**src/rtl/periph_burst_sequencer.sv**
```systemverilog
// rtl/periph_burst_sequencer.sv - framed burst drain of one peripheral RX FIFO into the FT601 TX stream
module periph_burst_sequencer #(
  parameter  int MAX_BURST = 64,
  localparam int CNT_W     = $clog2(MAX_BURST + 1)
) (
  input  logic         clk,
  input  logic         rst,
  input  logic [7:0]   rx_fifo_empty,
  input  logic [255:0] rx_fifo_rdata,
  output logic [7:0]   rx_fifo_rd_en,
  input  logic [2:0]   grant,
  output logic         read_periph_data,
  output logic [31:0]  tx_data,
  output logic         tx_valid,
  input  logic         tx_ready,
  output logic         tx_last,
  output logic         busy,
  output logic [2:0]   cur_periph
);

  typedef enum logic [1:0] {
    S_IDLE,
    S_HEADER,
    S_DATA,
    S_TRAILER
  } state_t;

  state_t           state_q, state_d;
  logic [2:0]       sel_q, sel_d;
  logic [CNT_W-1:0] cnt_q, cnt_d;
  logic             rpd_q, rpd_d;

  logic [31:0]      head;
  logic             empty_sel;
  logic [CNT_W-1:0] cnt_inc;

  assign head      = rx_fifo_rdata[{sel_q, 5'b0} +: 32];
  assign empty_sel = rx_fifo_empty[sel_q];
  assign cnt_inc   = cnt_q + CNT_W'(1);

  always_ff @(posedge clk) begin
    if (rst) begin
      state_q <= S_IDLE;
      sel_q   <= '0;
      cnt_q   <= '0;
      rpd_q   <= 1'b0;
    end else begin
      state_q <= state_d;
      sel_q   <= sel_d;
      cnt_q   <= cnt_d;
      rpd_q   <= rpd_d;
    end
  end

  always_comb begin
    state_d       = state_q;
    sel_d         = sel_q;
    cnt_d         = cnt_q;
    rpd_d         = 1'b0;
    tx_valid      = 1'b0;
    tx_data       = '0;
    tx_last       = 1'b0;
    rx_fifo_rd_en = '0;

    unique case (state_q)
      S_IDLE: begin
        if (!rx_fifo_empty[grant]) begin
          sel_d   = grant;
          state_d = S_HEADER;
        end
      end

      S_HEADER: begin
        tx_valid = 1'b1;
        tx_data  = {8'hA5, 13'b0, sel_q, 8'h00};
        if (tx_ready) begin
          cnt_d   = '0;
          state_d = S_DATA;
        end
      end

      S_DATA: begin
        tx_valid = ~empty_sel;
        tx_data  = head;
        if (!empty_sel && tx_ready) begin
          rx_fifo_rd_en = 8'd1 << sel_q;
          cnt_d         = cnt_inc;
          if (cnt_inc == CNT_W'(MAX_BURST)) begin
            state_d = S_TRAILER;
          end
        end else if (empty_sel && (cnt_q != '0)) begin
          // FIFO ran dry mid-burst: close the frame with what was sent
          state_d = S_TRAILER;
        end
      end

      S_TRAILER: begin
        tx_valid = 1'b1;
        tx_last  = 1'b1;
        tx_data  = {8'h5A, 5'b0, sel_q, 16'(cnt_q)};
        if (tx_ready) begin
          rpd_d   = 1'b1;
          state_d = S_IDLE;
        end
      end

      default: state_d = S_IDLE;
    endcase
  end

  assign read_periph_data = rpd_q;
  assign busy             = (state_q != S_IDLE);
  assign cur_periph       = sel_q;

endmodule
```
**config.mk**
```make
export PLATFORM = sky130hd
export DESIGN_NAME = periph_burst_sequencer
export DESIGN_NICKNAME = d
export VERILOG_FILES = /design/src/rtl/periph_burst_sequencer.sv
export SDC_FILE = /design/constraint.sdc
export NUM_CORES = 1
export LEC_CHECK = 0
export CAP_MARGIN = 10
export CORE_AREA = 2 2 121 123
export CTS_BUF_LIST = sky130_fd_sc_hd__clkbuf_2 sky130_fd_sc_hd__clkbuf_4 sky130_fd_sc_hd__clkbuf_8
export DETAILED_ROUTE_END_ITERATION = 10
export DIE_AREA = 0 0 123 125
export PLACE_DENSITY_LB_ADDON = 0.15
export SYNTH_ARGS = -nofsm -noshare
export SYNTH_HDL_FRONTEND = slang
export SYNTH_SLANG_ARGS = --single-unit
```
**constraint.sdc**
```tcl
create_clock -name clk -period 2.54 [get_ports clk]
set_input_delay 0.381 -clock clk [delete_from_list [all_inputs] [get_ports clk]]
set_output_delay 0.381 -clock clk [all_outputs]
set_load 0.01 [all_outputs]
```
==> metrics, run 1 <==
outcome=complete, no violations; clock network power share=0.071; RSZ-0062 raised after global routing=yes; Core Region=between 0.01 and 0.015 mm²; root buffer cell=clkbuf_8; port bufs=between 300 and 400; WL met1=6590 µm; Longest Clk Path Bufs=2; Async SR Flop Fraction=0; Finished Cell Area=0.00682 mm²; DRT Wirelength=between 15000 and 20000 µm; Initial Util=0.226; Synthesis Warnings=0; vias in the first global route=approximately 4300; cell row count=44; switching portion of total power=0.401; crit path cell chain=buf_12 -> buf_6 -> buf_6 -> mux4_2 -> mux2_4 -> a22oi_2 -> nor2_1 -> buf_2; routed length per instance=about 21 µm; Post-DRT Antenna Nets=0; Synth top cells by count=67 x mux4_2, 41 x nor2_1, 20 x mux2i_1, 17 x clkbuf_1, 16 x mux2_2; CP delay by family, top=multiplexers; DR DRC count=0; Hold Crit Class=flip-flop to flip-flop; slowest CP cell=mux4_2; Tot GR Track Use=0.216; dpl hpwl=14300 µm; die area=between 0.015 and 0.02 mm²; cell count after synthesis=300; Comb pwr share=0.835; met3 wire len=between 900 and 1000 µm; post-synthesis sequential area ratio=0.0812; clock period minus worst slack=2.54 ns; dpl cells=790; Pre-antenna DRT Iters=5; CTS tree=yes; CP required=2.16 ns; Buf/Inv on CP=4; final non-filler cell total=803; Post-synth EDFFs=0; crit end category=primary output; Die Y=125 µm; Setup Viol. Count Final=0; Area contributors post-synth=mux4_2 47%, dfxtp_1 8.1%, mux2i_1 6.3%, mux2_2 5.6%, nor2_1 4.8%; syn_area_per_cell=10.7 µm²; hold buffer count at CTS=0; fin. max-slew vios=0; Post-synth top flop=dfxtp_1; Top Metal Used=met4; Num CTS Buffers=3; fin crit share=1.00; Final Hold Vio Count=0; fraction of layout instances using a drive strength above 1=0.255; Power Density=approximately 420 mW/mm²; register share of total power=0.094; number of H-tree levels=1; width of the die=123 µm; cell mode on critical path=buf_6; placed cell area=about 0.0067 mm²; Arrival @ worst endpoint=2.16 ns; routability cong.=0.929; GRT Residual Overflow=0; Sw Pwr=1.15 mW; largest area contributor in the netlist=mux4_2; Layout Skew=between 0.003 and 0.004 ns; CP Launch Type=flip-flop; setup TNS=0 ns; worst slew pin tran=0.836 ns; synth unique cells=between 40 and 50; CP startpoint=cur_periph[0]; Clk Latency, worst-skew pair=between 0.2 and 0.25 ns; Max-slew headroom=0.437; Iteration-0 DRC Markers=116; Max Cap Viol=0; Internal Power=approximately 1.7 mW; Filler Cell Count=1355; worst-path maximum fanout=7; most frequent cell after synthesis=mux4_2; PnR worst setup slack=0.000297 ns; post-synth top area share=0.471; clock tree sinks=13; met2 wire len=8940 µm; clk slew on worst S/H paths=~0.060 ns; Crit Path Category=flip-flop to primary output; post-place setup slack=-0.644 ns; HP Start=cnt_q[0]; io pins=317; Mapped Area=0.00320 mm²; largest net degree at the start of global routing=41; syn nets=576; antenna violations before repair=0; Worst path max stage delay=roughly 0.5 ns; Max Freq=around 0.4 GHz; vias per cell=4.93; routed via count=3960; synthesized flop and latch total=13; Fin Hold WS=0.526 ns; Peak VDD IR=0.215 mV; Ant. Diodes=0; # nets final=around 900; Leakage=roughly 2.5 nW; Area Overhead vs Synth=113%; global-route wire length before repair=~25000 µm; worst reg2reg startpoint=state_q[0]
## timing repair
action,CTS,global route
buffers inserted,5,5
setup endpoints to repair,41,36
pin swaps,2,6
resized for setup,100,36
gates cloned,1,0
## area by class of cell
type                            instances  area (µm²)  area share
Multi-Input combinational cell        247        2840       0.417
Sequential cell                        13         269      0.0395
Tap cell                              184         230      0.0338
Clock buffer                            4        48.8     0.00716
Inverter                                7        26.3     0.00386
Timing Repair Buffer                  348        3400       0.499
## layer usage
layer  vias up  track usage
li1       1858            -
met5         -            0
met4         0       0.0328
met3        14       0.0356
met2       141        0.396
met1      1947        0.269
## cell usage in the layout, fill, tap and decap left out, drive strengths merged, types with 10 or more instances in the layout
| master | instances |
|---|---|
| mux4 | 67 |
| clkbuf | 10 |
| dlygate4sd2 | 25 |
| buf | 42 |
| nand2 | 14 |
| dfxtp | 13 |
| nor2 | 41 |
| mux2 | 21 |
| clkdlybuf4s50 | 267 |
| mux2i | 21 |
| a22oi | 14 |
## cell families after synthesis
group | Yosys count | synth area share
adders and majority gates | 6 | 0.0234
muxes | 109 | 0.614
DFF | 13 | 0.0813
AOI/OAI and AO/OA | 44 | 0.0969
buffers and inverters | 40 | 0.0555
and+or+nand+nor | 88 | 0.129
## sequential cells by signal, summed over array words and instances (netlist names)
| name | count |
|---|---|
| cnt_q | 7 |
| cur_periph | 3 |
| read_periph_data | 1 |
| state_q | 2 |
## path summary, 6_finish.rpt
kind | end | slack, ns | cells after the start
max | tx_data[17] | 0.0003 | 8
min reg2reg | cnt_q[0] | 0.53 | 2
max reg2reg | cnt_q[3] | 0.44 | 6
min | cnt_q[0] | 0.53 | 2
## stage by stage
step | utilization | power, mW
6_report | 0.480 | 2.86
5_1_grt | 0.480 | 3.08
4_1_cts | 0.476 | 2.85
3_5_place_dp | 0.470 | 2.62
3_3_place_gp | 0.470 | 2.61
2_1_floorplan | - | 1.57
## power groups by stage
| stage | Combinational, mW | Clock, mW | Sequential (mW) |
|---|---|---|---|
| after floorplan | 1.31 | 0 | 0.258 |
| after global placement | 2.33 | 0 | 0.274 |
| after detailed placement | 2.35 | 0 | 0.275 |
| after CTS | 2.37 | 0.209 | 0.271 |
| after global routing | 2.58 | 0.221 | 0.279 |
| final | 2.39 | 0.203 | 0.271 |
## worst reg2reg max path, cell delays in order (launching register included)
cell and delay, ns:
dfxtp_1 0.38, inv_1 0.11, ha_2 0.30, buf_4 0.24, o21ai_0 0.69, nand2_1 0.12
a31oi_1 0.19
Note: power is estimated with default switching activity, not from simulation.
==> inputs of run 2 (changes only) <==
- CTS_BUF_LIST: sky130_fd_sc_hd__clkbuf_2 sky130_fd_sc_hd__clkbuf_4 sky130_fd_sc_hd__clkbuf_8 -> sky130_fd_sc_hd__clkbuf_8 sky130_fd_sc_hd__clkbuf_16
==> metrics, run 2 (synthesis gave the netlist of run 1 again) <==
final non-filler cell total=800; number of H-tree levels=1; Iteration-0 DRC Markers=around 120; Arrival @ worst endpoint=2.13 ns; crit end category=primary output; outcome=complete, no violations; global-route wire length before repair=25300 µm; GRT Residual Overflow=0; routed length per instance=between 20 and 25 µm; Max Freq=0.398 GHz; routed via count=3945; cell row count=44; HP Start=cnt_q[0]; clock tree sinks=13; Die Y=125 µm; largest net degree at the start of global routing=41; root buffer cell=clkbuf_16; Tot GR Track Use=0.216; # nets final=892; Area Overhead vs Synth=112%; fin. max-slew vios=0; worst slew pin tran=roughly 0.85 ns; R2R depth=6; Pre-antenna DRT Iters=4; io pins=317; Crit Path Category=flip-flop to primary output; Clk Latency, worst-skew pair=about 0.24 ns; CP Launch Type=flip-flop; dpl cells=790; Final Hold Vio Count=0; Reg2Reg Setup Slack=0.41 ns; clk slew on worst S/H paths=~0.050 ns; Fin Hold WS=0.522 ns; RSZ-0062 raised after global routing=yes; max reg flops=7; CP required=2.16 ns; routability cong.=just over 0.9; hold buffer count at CTS=0; CTS tree=yes; vias in the first global route=4373; worst reg2reg startpoint=state_q[0]; Leakage=around 2.5 nW; Initial Util=0.226; Power Density=431 mW/mm²; clock period minus worst slack=roughly 2.5 ns; die area=0.0154 mm²; worst-path maximum fanout=7; Num CTS Buffers=3; antenna violations before repair=1; Layout Skew=roughly 0.0025 ns; dpl hpwl=approximately 14000 µm; fin crit share=0.989; most frequent cells in the layout=267 x clkdlybuf4s50_1, 67 x mux4_2, 39 x nor2_1; Post-DRT Antenna Nets=0; fraction of layout instances using a drive strength above 1=0.246; Setup Viol. Count Final=0; most common cell after layout, fill and taps aside=clkdlybuf4s50_1; Peak VDD IR=0.215 mV; largest reg by FF count=cnt_q; Hold Crit Class=flip-flop to flip-flop; setup TNS=0 ns; width of the die=123 µm; port bufs=approximately 320; DRT Wirelength=16600 µm; WHS Endpoint=cnt_q[0]; Core Region=approximately 0.014 mm²; Hold Path Depth=2; Max Cap Viol=0; Max-slew headroom=0.425; vias per cell=4.93; Critical R2R Capture=cnt_q[3]; Power Total=between 2 and 3 mW; Longest Clk Path Bufs=2; DR DRC count=0
run 2: layout make-up:
type                       instances  area (µm²)
antenna                            1        2.50
timing repair buffer             344        3370
multi-input combinational        247        2820
clock inverter                     1        3.75
clock buffer                       3        75.1
fill                            1361        7400
tap                              184         230
sequential                        13         269
inverter                           7        26.3
run 2: routing by layer:
| layer | vias up | GRT usage | part of all wire |
|---|---|---|---|
| li1 | 1852 | - | - |
| met5 | - | 0 | 0 |
| met2 | 136 | 0.395 | 0.54 |
| met1 | 1945 | 0.267 | 0.39 |
| met3 | 12 | 0.0360 | 0.058 |
| met4 | 0 | 0.0361 | 0.011 |
run 2: worst max path at each step:
stage | end | depth (start not counted) | startpoint
2_1_floorplan | tx_data[0] | 6 | cur_periph[0]
3_3_place_gp | rx_fifo_rd_en[2] | 7 | rx_fifo_empty[6]
3_5_place_dp | rx_fifo_rd_en[2] | 7 | rx_fifo_empty[5]
4_1_cts | tx_data[30] | 6 | cur_periph[0]
5_1_grt | tx_data[9] | 6 | cur_periph[0]
6_report | tx_data[9] | 6 | cur_periph[0]
run 2: through the flow:
step           worst slack (ns)   util  cell area, µm²
6_report                 0.0276  0.479            6800
5_1_grt                 -0.0716  0.479            6800
4_1_cts                  -0.173  0.477            6780
3_5_place_dp             -0.644  0.470            6680
3_3_place_gp             -0.601  0.470            6680
2_1_floorplan             0.136      -            3200
run 2: critical path: stages, from the launching register on:
cell and delay (ns):
dfxtp_4 0.43, buf_4 0.18, mux4_2 0.50, mux2_2 0.28
a22oi_1 0.14, nor2_1 0.06, dlygate4sd2_1 0.30
run 2: repair_timing:
action / in CTS / in global routing
cloned: 1 / 0
endpoints found under the setup margin: 41 / 33
pin swaps: 2 / 5
gates resized for setup: 93 / 41
setup buffers: 4 / 2
run 2: report_power, final:
part | switching (mW) | leakage, nW | internal, mW
registers | 0.0381 | 0.107 | 0.233
clock network | 0.0919 | 0.0423 | 0.208
logic | 1.02 | 2.33 | 1.34
